===== src/rtl/tile_flusher.sv =====
// Streams a painted tile buffer out as row-major pixels with screen coordinates.
// BRAM read latency is absorbed by a credit-limited skid FIFO so backpressure never drops data.
//
// state  | meaning
// IDLE   | waiting for active; offsets sampled on exit
// STREAM | issuing tile reads while credits allow
// DRAIN  | all reads issued, emptying pipe and FIFO
// DONE   | every pixel accepted; done held while active stays high
module tile_flusher #(
   parameter int TILE_WIDTH   = 20,
   parameter int TILE_HEIGHT  = 45,
   parameter int READ_LATENCY = 2,
   parameter int FIFO_DEPTH   = 4
) (
   input  logic        clk,
   input  logic        rst_n,
   input  logic        active,
   input  logic [8:0]  x_offset,
   input  logic [7:0]  y_offset,
   output logic [9:0]  tile_bram_read_addr,
   input  logic [31:0] tile_bram_read_data,
   output logic        pixel_valid,
   input  logic        pixel_ready,
   output logic [31:0] pixel_data,
   output logic [8:0]  pixel_x,
   output logic [7:0]  pixel_y,
   output logic        pixel_last,
   output logic        done
);

   localparam int CW = $clog2(TILE_WIDTH);
   localparam int RW = $clog2(TILE_HEIGHT);
   localparam int PW = $clog2(FIFO_DEPTH);
   localparam int NW = $clog2(FIFO_DEPTH + 1);
   localparam logic [CW-1:0] COL_MAX = CW'(TILE_WIDTH - 1);
   localparam logic [RW-1:0] ROW_MAX = RW'(TILE_HEIGHT - 1);
   localparam logic [PW-1:0] PTR_MAX = PW'(FIFO_DEPTH - 1);
   localparam logic [NW-1:0] FULL_CNT = NW'(FIFO_DEPTH);
   localparam logic [NW:0]   CREDITS = (NW + 1)'(FIFO_DEPTH);

   localparam logic [1:0] S_IDLE   = 2'd0;
   localparam logic [1:0] S_STREAM = 2'd1;
   localparam logic [1:0] S_DRAIN  = 2'd2;
   localparam logic [1:0] S_DONE   = 2'd3;

   logic [1:0]    state;
   logic [8:0]    x_lat;
   logic [7:0]    y_lat;
   logic [CW-1:0] rd_col;
   logic [RW-1:0] rd_row;
   logic [9:0]    rd_addr;
   logic [9:0]    addr_q;

   logic [READ_LATENCY-1:0] pv;
   logic [READ_LATENCY-1:0] plast;
   logic [CW-1:0]           pcol [READ_LATENCY];
   logic [RW-1:0]           prow [READ_LATENCY];

   logic [31:0]           f_data [FIFO_DEPTH];
   logic [8:0]            f_x    [FIFO_DEPTH];
   logic [7:0]            f_y    [FIFO_DEPTH];
   logic [FIFO_DEPTH-1:0] f_last;
   logic [PW-1:0]         wr_ptr;
   logic [PW-1:0]         rd_ptr;
   logic [NW-1:0]         fifo_count;
   logic [NW-1:0]         inflight;

   logic issue, push, pop, abort, rd_last;

   always_comb begin
      inflight = '0;
      for (int i = 0; i < READ_LATENCY; i++) inflight = inflight + NW'(pv[i]);
   end

   // Credits count reads already in the tag pipe so every return is guaranteed a slot.
   assign abort   = !active;
   assign issue   = (state == S_STREAM) && active && (({1'b0, fifo_count} + {1'b0, inflight}) < CREDITS);
   assign push    = pv[READ_LATENCY-1] && active;
   assign pop     = pixel_valid && pixel_ready;
   assign rd_last = (rd_col == COL_MAX) && (rd_row == ROW_MAX);

   assign tile_bram_read_addr = issue ? rd_addr : addr_q;
   assign pixel_valid = (fifo_count != '0);
   assign pixel_data  = f_data[rd_ptr];
   assign pixel_x     = f_x[rd_ptr];
   assign pixel_y     = f_y[rd_ptr];
   assign pixel_last  = pixel_valid && f_last[rd_ptr];
   assign done        = (state == S_DONE);

   always_ff @(posedge clk or negedge rst_n) begin
      if (!rst_n) begin
         state   <= S_IDLE;
         x_lat   <= '0;
         y_lat   <= '0;
         rd_col  <= '0;
         rd_row  <= '0;
         rd_addr <= '0;
         addr_q  <= '0;
      end else if (abort) begin
         state <= S_IDLE;
      end else begin
         case (state)
            S_IDLE: begin
               state   <= S_STREAM;
               x_lat   <= x_offset;
               y_lat   <= y_offset;
               rd_col  <= '0;
               rd_row  <= '0;
               rd_addr <= '0;
            end
            S_STREAM: if (issue) begin
               addr_q  <= rd_addr;
               rd_addr <= rd_addr + 10'd1;
               if (rd_col == COL_MAX) begin
                  rd_col <= '0;
                  rd_row <= rd_row + 1'b1;
               end else begin
                  rd_col <= rd_col + 1'b1;
               end
               if (rd_last) state <= S_DRAIN;
            end
            S_DRAIN: if (pop && pixel_last) state <= S_DONE;
            default: state <= S_DONE;
         endcase
      end
   end

   always_ff @(posedge clk or negedge rst_n) begin
      if (!rst_n) begin
         pv    <= '0;
         plast <= '0;
         for (int i = 0; i < READ_LATENCY; i++) begin
            pcol[i] <= '0;
            prow[i] <= '0;
         end
      end else begin
         pv[0]    <= issue;
         plast[0] <= rd_last;
         pcol[0]  <= rd_col;
         prow[0]  <= rd_row;
         for (int i = READ_LATENCY - 1; i > 0; i--) begin
            pv[i]    <= pv[i-1];
            plast[i] <= plast[i-1];
            pcol[i]  <= pcol[i-1];
            prow[i]  <= prow[i-1];
         end
         if (abort) pv <= '0;
      end
   end

   always_ff @(posedge clk or negedge rst_n) begin
      if (!rst_n) begin
         wr_ptr     <= '0;
         rd_ptr     <= '0;
         fifo_count <= '0;
         f_last     <= '0;
         for (int i = 0; i < FIFO_DEPTH; i++) begin
            f_data[i] <= '0;
            f_x[i]    <= '0;
            f_y[i]    <= '0;
         end
      end else if (abort) begin
         wr_ptr     <= '0;
         rd_ptr     <= '0;
         fifo_count <= '0;
      end else begin
         if (push) begin
            f_data[wr_ptr] <= tile_bram_read_data;
            f_x[wr_ptr]    <= x_lat + 9'(pcol[READ_LATENCY-1]);
            f_y[wr_ptr]    <= y_lat + 8'(prow[READ_LATENCY-1]);
            f_last[wr_ptr] <= plast[READ_LATENCY-1];
            wr_ptr         <= (wr_ptr == PTR_MAX) ? '0 : wr_ptr + 1'b1;
         end
         if (pop) rd_ptr <= (rd_ptr == PTR_MAX) ? '0 : rd_ptr + 1'b1;
         case ({push, pop})
            2'b10:   fifo_count <= fifo_count + 1'b1;
            2'b01:   fifo_count <= fifo_count - 1'b1;
            default: fifo_count <= fifo_count;
         endcase
      end
   end

   fifo_no_overflow: assert property (@(posedge clk) disable iff (!rst_n)
      !(push && !pop && fifo_count == FULL_CNT));

endmodule


===== config.mk =====
export PLATFORM = sky130hd
export DESIGN_NAME = tile_flusher
export DESIGN_NICKNAME = d
export VERILOG_FILES = /design/src/rtl/tile_flusher.sv
export SDC_FILE = /design/constraint.sdc
export NUM_CORES = 1
export LEC_CHECK = 0
export BUFFER_PORTS_ARGS = -buffer_cell sky130_fd_sc_hd__buf_2
export CAP_MARGIN = 20
export CELL_PAD_IN_SITES_DETAIL_PLACEMENT = 1
export CELL_PAD_IN_SITES_GLOBAL_PLACEMENT = 1
export CORE_ASPECT_RATIO = 1.1
export CORE_UTILIZATION = 30
export CTS_CLUSTER_DIAMETER = 80
export DETAILED_ROUTE_END_ITERATION = 10
export PLACE_DENSITY_LB_ADDON = 0.1
export SLEW_MARGIN = 20
export SYNTH_ARGS = -nofsm -noshare
export SYNTH_HDL_FRONTEND = slang
export SYNTH_SLANG_ARGS = --single-unit

===== constraint.sdc =====
create_clock -name clk -period 2 [get_ports clk]
set_input_delay 0.1 -clock clk [delete_from_list [all_inputs] [get_ports clk]]
set_output_delay 0.1 -clock clk [all_outputs]
set_load 0.05 [all_outputs]

# Yosys cells after proc, flatten, opt, wreduce, memory -nomap -nowiden
# Index checks and enable logic that the tools add are counted.
[op_classes]
n_addsub = 11
order_cmp = 7
eq_ne = 17
reduce_logical = 18
mux = 46
bitwise_logic = 2
[ops]
columns = ["cell", "n"]
rows = [
  ["$bwmux 128", 1],
  ["$mux 32", 3],
  ["$bmux 32 s2", 1],
  ["$demux 32 s2", 1],
  ["$bwmux 36", 1],
  ["$bwmux 32", 1],
  ["$mux 9", 3],
  ["$mux 8", 3],
  ["$mux 2", 11],
  ["$mux 10", 2],
  ["$pmux 10 s2", 1],
  ["$bmux 9 s2", 1],
  ["$demux 9 s2", 1],
  ["$bmux 8 s2", 1],
  ["$demux 8 s2", 1],
  ["$mux 6", 2],
  ["$pmux 6 s2", 1],
  ["$add 10x1->10 const B", 1],
  ["$eq 2x2->1 const B", 5],
  ["$mux 5", 2],
  ["$pmux 5 s2", 1],
  ["$add 9x5->9", 1],
  ["$logic_and 1x1->1", 9],
  ["$ne 3x3->1 const B", 3],
  ["other kinds (33)", 44],
]
[word_totals]
output_inout_bits = 62
regBits = 283
inputBits = 53

# Depth between registers and ports, before layout
# Gate-level depths: netlist of run 1.
[depth]
word_depth = 7
mapped_depth = 8

# Worst setup path before layout of run 1
# No wires, ideal clock.
[synth_timing]
path_type = "register to register"
start = "register fifo_count[1]"
end = "register fifo_count[2]"
setup_ns = 0.120
n_path_buf = 1
slack_ns = -0.240
synth_period_minus_slack_ns = 2.240
stages_incl_launch_ff = 9
t_arrival_ns = 2.121
required_ns = 1.880
cell_sequence = "dfrtp_1 > or3_1 > buf_6 > nand2_8 > a21oi_1 > fa_1 > and3_1 > or3_1 > and3_1"
[synth_between]
elab_chain_len = 5
[synth_rtl]
columns = ["element", "line", "rtl"]
rows = [
  ["start, declared", "65", "logic [NW-1:0] fifo_count;"],
  ["start signal, assigned", "176", "2'b10: fifo_count <= fifo_count + 1'b1;"],
  ["start signal, assigned", "177", "2'b01: fifo_count <= fifo_count - 1'b1;"],
  ["start signal, assigned", "178", "default: fifo_count <= fifo_count;"],
  ["$reduce_bool 3->1 (*)", "83", "assign pixel_valid = (fifo_count != '0);"],
  ["named net pixel_valid", "22", "output logic pixel_valid,"],
  ["$logic_and 1x1->1 (*)", "79", "assign pop = pixel_valid && pixel_ready;"],
  ["$eq 2x1->1 or $eq 2x2->1 (tied branches)", "175", "case ({push, pop})"],
  ["$pmux 3 s2", "175", ""],
  ["$mux 3", "162", "end else if (abort) begin"],
]
# Mark *: on every way through the listed nets, which the timed path passes. The rest lies on a longest branch.
# A chain may end at the register's enable or synchronous reset.

# Final worst setup path of run 1
[layout_timing]
start = "register fifo_count[0]"
end = "output tile_bram_read_addr[8]"
[layout_between]
elab_chain_len = 4
[layout_rtl]
columns = ["element", "line", "rtl"]
rows = [
  ["$add 3x2->4", "77", "assign issue = (state == S_STREAM) && active && (({1'b0, fifo_count} + {1'b0, inflight}) < CREDITS);"],
  ["$lt 4x3->1", "77", ""],
  ["$logic_and 1x1->1", "77", ""],
  ["$mux 10", "-", ""],
  ["end, declared", "20", "output logic [9:0] tile_bram_read_addr,"],
]
# No other way between the ends.

==> metrics.csv, run 1 <==
stage,metric,value,unit
min_path,hold_path.class,in2async,
sta,period_share,115.2,%
cts,cts.clk_slew.worst_paths,60,ps
place,dp_slack,-148.4,ps
cts,htree_levels,2,
job,drv_cap,0,
grt,grt_first_pass_wirelength,54320,microns
grt,grt_max_degree,57,
status,violations,setup timing,
routing,antenna_left,0,
die,core,41280,sq um
layout,layout.cells.non_filler,1819,
sta,finalWorstSetupSlack,-303.3,ps
routing,vias,8570,
critical_path,cp.arrival,2200,ps
logic_synthesis,synth_cells,1007,
routing,drc_errors,0,
layout,mostFrequentLayoutCell,dfrtp_1,
logic_synthesis,syn-cell-area,12550,sq um
cts,clockBufferDepth,3,
logic_synthesis,synth-edff-count,0,
layout,fin_area,16840,sq um
die,num_io_pins,115,
critical_path,crit_slowest_cell,dfrtp_1,
critical_path,r2r_setup_slack,-190,ps
grt,grt_antenna_before_repair,0,
routing,via_per_inst,4.711,
critical_path,reg2reg_depth,7,
cts,root_buffer,clkbuf_16,
die,die_h,216.5,microns
cts,insertion_delay,530,ps
grt,grt.overflow.total,0,
die,rows,78,
logic_synthesis,yosys_warnings,0,
die,dieArea,42640,sq um
critical_path,critPathKind,reg2out,
critical_path,path_buf_inv,4,
pwr,ir_drop,0.6028,mV
cts,cts_tree,built,
routing,dr.pass1.iters,4,
layout,nNetsFinal,1309,
sta,grt_setup_unrepaired,yes,
place,portBuffers,114,
sta,setup_viol,61,
layout,drive_gt1_share,37.97,%
critical_path,end_kind,primary output,
sta,timing.fmax,434.2,MHz
grt,grt_pass1_vias,9428,
logic_synthesis,synth_nets,1084,
logic_synthesis,avgSynthCellArea,12.46,sq um
die,initial_core_util,30.39,%
critical_path,slowest_delay,380,ps
cts,cts_sinks,283,
cts,cts_made_buffers,36,
status,outcome,"complete, but fails checks",
critical_path,worstPathRequired,1900,ps
layout,area_delta_synth_final,34.27,%
layout,n_antenna_cell,0,
die,fp.dieW,197.0,microns
layout,utilization,40.80,%
logic_synthesis,synth_seq_area_share,56.45,%
place,gp_congestion,0.7044,
logic_synthesis,netlist-cell-type-count,52,
place,hpwl,21280,microns
sta,finClkSkew,14.09,ps
pwr,pwr_density_cell,1309,nW/um^2
critical_path,r2r_end,fifo_count[2],
sta,drv_slew,0,
logic_synthesis,synth_ff_type,dfrtp_1,
place,place_inst,1680,
routing,drtIter0Drc,241,
layout,final_cell_mix,"281 x dfrtp_1, 206 x nand2_1, 125 x mux2_2",
critical_path,cp_top_family,buffers and inverters,
sta,slew_headroom,66.17,%
pwr,leakagePower,0.007917,uW
sta,fin_crit,2303,ps
critical_path,r2r_start,fifo_count[2],
place,placed_area,14200,sq um
logic_synthesis,async_flop_share,100.0,%
critical_path,path_max_fanout,7,
routing,drt_wl_total,33720,microns
sta,hold_viol,0,
logic_synthesis,synth.ff_latch_count,283,
routing,wl_per_cell,18.54,microns
critical_path,crit_chain,buf_6 > ha_4 > nand3_2 > nand4_1 > buf_6 > clkinvlp_4 > nand2_2 > nand2_2 > buf_8,
critical_path,startpoint_type,flop,
grt,grtUsageTotal,16.45,%
sta,worst_pin_slew,507.5,ps
[how the worst max path moves through the flow]
stage | end | from | depth (start not counted)
2_1_floorplan | fifo_count[2] | fifo_count[1] | 8
3_3_place_gp | fifo_count[2] | fifo_count[2] | 7
3_5_place_dp | f_x[26] | x_lat[0] | 7
4_1_cts | tile_bram_read_addr[8] | fifo_count[0] | 9
5_1_grt | tile_bram_read_addr[8] | fifo_count[0] | 9
6_report | tile_bram_read_addr[8] | fifo_count[0] | 9
[synthesized netlist by cell type (4+ instances only)]
| library cell | count | area [sq um] |
|---|---|---|
| mux4_2 | 50 | 1126 |
| o31ai_1 | 4 | 30.03 |
| nand2_1 | 221 | 829.6 |
| nand4_1 | 10 | 62.56 |
| dfrtp_1 | 283 | 7082 |
| ha_1 | 21 | 262.8 |
| clkbuf_1 | 25 | 93.84 |
| buf_2 | 25 | 125.1 |
| a21oi_1 | 18 | 90.09 |
| mux2i_1 | 7 | 70.07 |
| nand3_1 | 13 | 65.06 |
| xor2_1 | 20 | 175.2 |
| nor2_1 | 30 | 112.6 |
| or3_1 | 6 | 37.54 |
| mux2_2 | 125 | 1408 |
| inv_1 | 11 | 41.29 |
| nor2b_1 | 11 | 68.82 |
| and2_1 | 7 | 43.79 |
| o21ai_0 | 62 | 310.3 |
| and3_1 | 7 | 43.79 |
| xnor2_1 | 4 | 35.03 |
[sequential cells by signal, summed over array words and instances (netlist names), 3 cells and up]
register	count
y_lat	8
pcol	10
f_data	128
rd_row	6
addr_q	10
x_lat	9
rd_addr	10
rd_col	5
fifo_count	3
prow	12
f_x	36
f_last	4
f_y	32
[logic make-up after synthesis]
logic type,share of synthesized area (%)
AND/OR/NAND/NOR,11.36
flip-flops,56.45
multiplexers,20.75
AO/OA/AOI/OAI,4.787
buffers and inverters,2.274
XOR/XNOR,1.805
adder cells (fa/ha/maj),2.573
[final cells by class]
class / count / area, sq um
clock buffers: 52 / 1032
clock inverters: 13 / 153.9
fillers: 4339 / 24440
inverters: 11 / 45.04
multi-input cells: 661 / 5425
flip-flops and latches: 283 / 7087
well taps: 560 / 700.7
repair buffers: 238 / 2394
repair inverters: 1 / 7.507
[timing repair]
item,in CTS,in global routing
cloned,6,0
setup endpoints to repair,76,80
buffers inserted,13,8
gates resized for setup,173,42
endpoints found under the hold margin,395,0
pin swaps,16,17
hold buffers,53,0
[metal layers]
metal  vias to the layer above  global-route usage [%]  wire [microns]
met4                         0                   4.341             639
met5                         -                       0               0
met3                        39                   2.801            1190
li1                       3969                       -               -
met1                      4442                   22.13           15350
met2                       120                   27.31           16540
[power by group]
part	switching [uW]	total (uW)	leakage (uW)	internal [uW]
Sequential	562	7140	0.00381	6580
Combinational	4710	8380	0.00352	3670
Clock	2540	6530	0.000583	3990
[through the flow]
stage / hold WS [ps] / power [uW] / TNS, ps
after detailed placement: 78.45 / 14000 / -1462
after global placement: 81.27 / 13920 / -905.4
final: 102.7 / 22050 / -7229
after floorplan: -195.6 / 12040 / -155.2
after global routing: 129.9 / 23150 / -11560
after CTS: 83.64 / 22390 / -9758
No activity file was read; power rests on OpenSTA's default activity.
==> run 2, diff against run 1 <==
BUFFER_PORTS_ARGS = -buffer_cell sky130_fd_sc_hd__buf_4   (was -buffer_cell sky130_fd_sc_hd__buf_2)
==> run 2 against run 1 <==
Compared with the run above:
- the run still ends with setup timing left
- non-clock buffer count grew 8
- cell count up 0.16%
- setup slack better by 25 ps
- combinational power is 2% higher
==> metrics.csv, run 2 (synthesized netlist as in run 1, its figures left out) <==
stage,metric,value,unit,change
status,outcome,"complete, but fails checks",,
status,violations,setup timing,,
layout,n_antenna_cell,0,,unchanged
routing,wl_per_cell,18.75,microns,+1.1%
pwr,p_total,22260,uW,+0.95%
critical_path,crit_chain,buf_6 > ha_4 > nand3_2 > nand4_1 > buf_6 > clkinvlp_4 > nand2_2 > nand2_2 > buf_6,,
cts,cts.clk_slew.worst_paths,60,ps,about the same
grt,grt_antenna_before_repair,0,,unchanged
min_path,hold_path.class,in2reg,,
critical_path,worstSetupStartpoint,fifo_count[0],,
sta,hold_viol,0,,unchanged
critical_path,slowest_delay,380,ps,about the same
critical_path,r2r_start,fifo_count[2],,
routing,dr.pass1.iters,4,,unchanged
die,dieArea,42640,sq um,unchanged
sta,finalWorstSetupSlack,-278.6,ps,+24.72 ps
layout,multi_input_area,5480,sq um,+1.0%
critical_path,critPathKind,reg2out,,
critical_path,cp.arrival,2180,ps,-20 ps
sta,slew_headroom,67.08,%,+0.91 points
grt,grt_first_pass_wirelength,55360,microns,+1.9%
sta,setup_viol,66,,+8.2%
pwr,ir_drop,0.8761,mV,+45%
place,hpwl,21250,microns,-0.15%
critical_path,path_max_fanout,7,,unchanged
layout,final_cell_mix,"281 x dfrtp_1, 196 x nand2_1, 125 x mux2_2",,
layout,drive_gt1_share,39.38,%,+1.4 points
sta,fin_crit,2279,ps,-24.72 ps
critical_path,end_kind,primary output,,
cts,cts_tree,built,,
layout,nNetsFinal,1316,,+0.53%
min_path,min_from,pixel_ready,,
layout,area_delta_synth_final,36.54,%,
grt,grt_pass1_vias,9612,,+2.0%
critical_path,crit_slowest_cell,dfrtp_1,,
sta,finClkSkew,15.68,ps,+1.586 ps
critical_path,worstPathRequired,1900,ps,about the same
die,die_h,216.5,microns,unchanged
layout,utilization,41.50,%,+0.69 points
grt,grt.overflow.total,0,,unchanged
die,fp.dieW,197.0,microns,unchanged
job,drv_cap,0,,unchanged
routing,drtIter0Drc,244,,+1.2%
layout,mostFrequentLayoutCell,dfrtp_1,,
layout,layout.cells.non_filler,1822,,+0.16%
sta,whs,72.85,ps,-29.83 ps
routing,via_per_inst,4.690,,-0.46%
grt,grt_max_degree,57,,unchanged
routing,vias,8545,,-0.29%
sta,timing.fmax,438.9,MHz,+1.1%
critical_path,cp_top_family,buffers and inverters,,
sta,drv_slew,0,,unchanged
cts,cts_sinks,283,,unchanged
cts,htree_levels,2,,unchanged
die,num_io_pins,115,,unchanged
sta,worst_pin_slew,490.2,ps,-17.23 ps
cts,insertion_delay,530,ps,about the same
layout,seq_area,7087,sq um,unchanged
die,rows,78,,unchanged
routing,drt_wl_total,34160,microns,+1.3%
routing,antenna_left,0,,unchanged
sta,period_share,113.9,%,-1.2 points
layout,largestRegisters,"f_data (128), f_x (36), f_y (32)",,
routing,drc_errors,0,,unchanged
die,initial_core_util,30.39,%,unchanged
cts,cts_made_buffers,35,,-2.8%
layout,largest_register_ffs,128,,unchanged
layout,fillers,4317,,-0.51%
cts,clockBufferDepth,3,,unchanged
place,portBuffers,114,,unchanged
die,core,41280,sq um,unchanged
place,place_inst,1678,,-0.12%
cts,root_buffer,clkbuf_16,,
layout,regMostFlops,f_data,,
grt,grtUsageTotal,16.94,%,+0.49 points
critical_path,path_buf_inv,4,,unchanged
sta,grt_setup_unrepaired,yes,,
pwr,pwr_density_cell,1299,nW/um^2,-0.73%
critical_path,crit_top_cell,buf_6,,
critical_path,startpoint_type,flop,,
place,gp_congestion,0.7374,,+4.7%
pwr,leakagePower,0.008014,uW,+1.2%
[run 2: cell count changes in the layout (fill, tap and decap cells not counted), moves of 4 or more]
| cell | delta |
|---|---|
| buf_2 | -53 |
| nand2_2 | +7 |
| nand2_1 | -10 |
| clkbuf_8 | +4 |
| buf_4 | +59 |
| clkbuf_1 | -5 |
[run 2: cell type report]
type,instances,area share [%]
Sequential cell,283,41.37
Multi-Input combinational cell,661,31.99
Timing Repair Buffer,246,15.29
Clock buffer,51,6.238
Tap cell,560,4.090
Clock inverter,9,0.7158
Inverter,11,0.2629
Timing Repair inverter,1,0.04382
[run 2: worst register-to-register path: stages (launching register included)]
cell	delay, ps
dfrtp_1	370
or3_1	480
nand2_8	100
a21oi_4	30
fa_2	370
and3_4	160
or3_1	340
and3_1	150
[run 2: worst paths after layout]
kind,to,slack [ps],cells after the start
setup / recovery,tile_bram_read_addr[4],-280,9
max in group asynchronous,rd_col[1],1200,3
setup reg to reg,fifo_count[2],-120,7
min in group asynchronous,f_data[123],80,2
hold reg to reg,prow[1],350,0
hold / removal,state[0],70,4
[run 2: stage by stage]
| stage | worst slack [ps] | cell area, sq um | TNS, ps |
|---|---|---|---|
| global route | -395.1 | 17130 | -15020 |
| detailed placement | -119.6 | 14440 | -899.6 |
| floorplan | -155.2 | 12570 | -155.2 |
| global placement | -95.14 | 14440 | -710.5 |
| finish | -278.6 | 17130 | -9227 |
| CTS | -334.4 | 16950 | -13410 |
[run 2: timing repair]
| item | 4_1_cts | 5_1_grt |
|---|---|---|
| gates resized for setup | 118 | 52 |
| buffers inserted | 24 | 7 |
| endpoints found under the hold margin | 438 | 0 |
| pin swaps | 18 | 24 |
| endpoints found under the setup margin | 71 | 84 |
| hold buffers | 52 | 0 |
| gates cloned | 6 | 0 |
[run 2: power by group]
part           internal (uW)  switching (uW)  total (uW)
sequential              6580             563        7140
clock                   4080            2500        6570
combinational           3790            4750        8540
[run 2: metal layers]
metal  vias up  global-route usage, %  wire [microns]
met5         -                      0               0
met4         0                  5.375             680
met3        47                  2.552            1103
met2       120                  28.29           16930
met1      4391                  22.53           15440
li1       3987                      -               -
==> run 3, diff against run 2 <==
ABC_AREA = 1   (was unset)
==> run 3 against run 2 <==
Compared with the run above:
- the run still ends with setup timing left
- sequential power is 1% higher
- largest cell class unchanged
- design area is 11% higher
- combinational power is 14% lower
- non-clock buffer count increased by 32
- die area is 2.1% higher
- highest routed layer unchanged
- register-to-register slack gained 220 ps
- global-route usage grew 3.0 points
- first-iteration DRC count up 83%
- count of clock-buffer cells in the layout grew 3
==> metrics.csv, run 3 <==
stage,metric,value,unit,change
logic_synthesis,netlist-cell-type-count,33,,-37%
sta,hold_viol,0,,unchanged
routing,via_per_inst,4.807,,+2.5%
critical_path,crit_top_cell,buf_12,,
logic_synthesis,synth_top_area_share,55.26,%,-1.2 points
cts,cts_sinks,283,,unchanged
critical_path,r2r_end,rd_addr[0],,
place,hpwl,23750,microns,+12%
place,gp_congestion,0.7762,,+5.3%
layout,regMostFlops,f_data,,
logic_synthesis,synth_ff_type,dfrtp_1,,
critical_path,r2r_setup_slack,100,ps,+220 ps
cts,cts_tree,built,,
critical_path,startpoint_type,flop,,
layout,multi_input_area,6096,sq um,+11%
logic_synthesis,synth-edff-count,0,,unchanged
grt,grt.overflow.total,0,,unchanged
routing,dr.pass1.iters,4,,unchanged
cts,root_buffer,clkbuf_16,,
min_path,hold_path.class,in2async,,
pwr,comb_power_share,34.9,%,-3.5 points
sta,setup_viol,55,,-17%
cts,clockBufferDepth,3,,unchanged
sta,slew_headroom,67.10,%,about the same
critical_path,critPathKind,reg2out,,
cts,cts_made_buffers,36,,+2.9%
pwr,p_clk_share,30.7,%,+1.2 points
sta,drv_slew,0,,unchanged
routing,drc_errors,0,,unchanged
die,fp.dieW,199.1,microns,+1.1%
logic_synthesis,synth.top_cells.by_area,"dfrtp_1 55%, nand2_1 11%, o21ai_0 10%, nor2_1 3.9%, inv_1 2.8%",,
critical_path,cp_top_family,buffers and inverters,,
critical_path,cp.arrival,2050,ps,-130 ps
logic_synthesis,synth_most_common_cell,nand2_1,,
layout,n_antenna_cell,0,,unchanged
pwr,leakagePower,0.009045,uW,+13%
grt,grtUsageTotal,19.96,%,+3.0 points
critical_path,path_max_fanout,5,,-2
logic_synthesis,synth_seq_area_share,55.26,%,-1.2 points
critical_path,reg2reg_depth,12,,+5
routing,antenna_left,0,,unchanged
die,num_io_pins,115,,unchanged
routing,vias,11084,,+30%
logic_synthesis,yosys_warnings,0,,unchanged
critical_path,crit_chain,buf_12 > buf_12 > clkinv_8 > buf_8 > buf_12 > nor2_2 > o22ai_2 > buf_6,,
layout,drive_gt1_share,28.98,%,-10 points
sta,finClkSkew,10.37,ps,-5.310 ps
pwr,seqPwrFrac,34.4,%,+2.3 points
status,outcome,"complete, but fails checks",,
sta,timing.fmax,464.6,MHz,+5.9%
place,portBuffers,114,,unchanged
pwr,p_sw,7427,uW,-4.9%
routing,wl_per_cell,18.98,microns,+1.3%
grt,grt_antenna_before_repair,0,,unchanged
sta,grt_setup_unrepaired,yes,,
critical_path,slowest_delay,520,ps,+140 ps
layout,fillers,4744,,+9.9%
routing,drt_wl_total,43780,microns,+28%
sta,whs,87.78,ps,+14.93 ps
layout,largestRegisters,"f_data (128), f_x (36), f_y (32)",,
sta,period_share,107.6,%,-6.3 points
sta,fin_crit,2153,ps,-126.0 ps
layout,area_delta_synth_final,48.04,%,
die,initial_core_util,30.36,%,about the same
logic_synthesis,syn-cell-area,12820,sq um,+2.2%
grt,grt_max_degree,53,,-7.0%
logic_synthesis,synth_nets,1556,,+44%
sta,worst_pin_slew,493.6,ps,+3.311 ps
grt,grt_first_pass_wirelength,66760,microns,+21%
die,dieArea,43550,sq um,+2.1%
sta,finalWorstSetupSlack,-152.6,ps,+126.0 ps
status,violations,setup timing,,
critical_path,crit_slowest_cell,dfrtp_4,,
layout,largest_register_ffs,128,,unchanged
layout,seq_area,7087,sq um,unchanged
logic_synthesis,synth.ff_latch_count,283,,unchanged
critical_path,worstPathRequired,1900,ps,about the same
routing,drtIter0Drc,447,,+83%
logic_synthesis,async_flop_share,100.0,%,unchanged
layout,final_cell_mix,"370 x nand2_1, 281 x dfrtp_1, 181 x o21ai_0",,
die,rows,79,,+1.3%
die,core,42210,sq um,+2.2%
pwr,p_int,13590,uW,-5.9%
logic_synthesis,synth_top_area_cell,dfrtp_1,,
logic_synthesis,synth_cells,1479,,+47%
grt,grt_pass1_vias,11770,,+22%
critical_path,path_buf_inv,6,,+2
logic_synthesis,synthTopCellsByCount,"386 x nand2_1, 283 x dfrtp_1, 266 x o21ai_0",,
layout,nNetsFinal,1793,,+36%
cts,cts.clk_slew.worst_paths,60,ps,about the same
pwr,pwr_density_cell,1108,nW/um^2,-15%
cts,htree_levels,2,,unchanged
place,dp_slack,188.2,ps,+307.8 ps
logic_synthesis,avgSynthCellArea,8.665,sq um,-30%
pwr,ir_drop,0.4794,mV,-45%
layout,mostFrequentLayoutCell,nand2_1,,
critical_path,r2r_start,pv[0],,
pwr,p_sw_share,35.34,%,+0.25 points
critical_path,end_kind,primary output,,
cts,insertion_delay,530,ps,about the same
job,drv_cap,0,,unchanged
die,die_h,218.8,microns,+1.1%
==> run 3: cell count changes in the layout (fill, tap and decap cells not counted), sizes merged, moves of 21 or more <==
cell | before | now
nand3 | 14 | 55
o21ai | 63 | 289
inv | 10 | 99
mux4 | 50 | 0
o22ai | 0 | 49
nor2 | 31 | 133
buf | 194 | 215
mux2 | 125 | 11
nand2 | 222 | 395
==> run 3: worst max path at each step <==
| stage | from | end | slack, ps | cells past startpoint |
|---|---|---|---|---|
| 2_1_floorplan | fifo_count[0] | tile_bram_read_addr[1] | -50 | 8 |
| 3_3_place_gp | fifo_count[0] | tile_bram_read_addr[0] | 190 | 10 |
| 3_5_place_dp | fifo_count[0] | tile_bram_read_addr[0] | 190 | 10 |
| 4_1_cts | fifo_count[0] | tile_bram_read_addr[8] | -230 | 9 |
| 5_1_grt | rd_ptr[0] | pixel_data[7] | -250 | 8 |
| 6_report | rd_ptr[0] | pixel_data[5] | -150 | 8 |
==> run 3: timing repair <==
action	4_1_cts	5_1_grt
endpoints found under the hold margin	411	0
resized for setup	222	254
hold buffers	52	0
pin swaps	35	82
setup endpoints to repair	60	77
buffers inserted	26	24
gates cloned	22	12
==> run 3: cell type report <==
type | count | area share (%)
Sequential cell | 283 | 37.35
Multi-Input combinational cell | 1013 | 32.13
Timing Repair Buffer | 278 | 18.37
Clock buffer | 54 | 5.480
Tap cell | 567 | 3.739
Inverter | 102 | 2.183
Clock inverter | 7 | 0.6067
Timing Repair inverter | 2 | 0.1451
==> run 3: power groups by stage <==
stage	Clock (uW)	Combinational, uW	Sequential [uW]
floorplan	0	3380	6990
global placement	0	5120	7130
detailed placement	0	5170	7150
CTS	6680	6620	7130
global route	6870	7870	7330
finish	6460	7330	7220
==> run 3: per-stage QoR <==
step	utilization [%]	std cells	setup TNS, ps	power [uW]	area (sq um)
4_1_cts	42.16	2279	-9309	20430	17790
3_3_place_gp	34.30	2118	0	12250	14480
5_1_grt	44.95	2306	-8435	22070	18970
2_1_floorplan	-	1479	-372.2	10370	12820
6_report	44.95	2306	-3475	21020	18970
3_5_place_dp	34.30	2118	0	12330	14480
==> run 3: metal layers <==
metal | part of all wire (%) | GRT usage, % | up-vias | wire, microns
met3 | 2.5 | 2.705 | 59 | 1074
met2 | 50 | 33.89 | 136 | 21710
met5 | 0 | 0 | - | 0
met4 | 2.1 | 6.205 | 0 | 940
li1 | - | - | 5355 | -
met1 | 46 | 26.19 | 5534 | 20060
==> run 3: kinds of logic (layout without fill, tap and decap cells) <==
kind of cell	count (synthesis)	in the layout	share of synthesized area, %
AND/OR/NAND/NOR	611	611	19.40
AO/OA/AOI/OAI	354	354	14.44
adder cells (fa/ha/maj)	24	24	2.519
flip-flops	283	283	55.26
XOR/XNOR	13	13	0.8884
buffers and inverters	183	443	6.531
multiplexers	11	11	0.9665
==> run 3: worst reg2reg max path: cells and delay by family (launching register included) <==
family,cells,cell delay (ps)
adder cells (fa/ha/maj),1,290
AND/OR/NAND/NOR,5,410
buffers and inverters,5,590
AO/OA/AOI/OAI,1,140
flip-flops,1,380
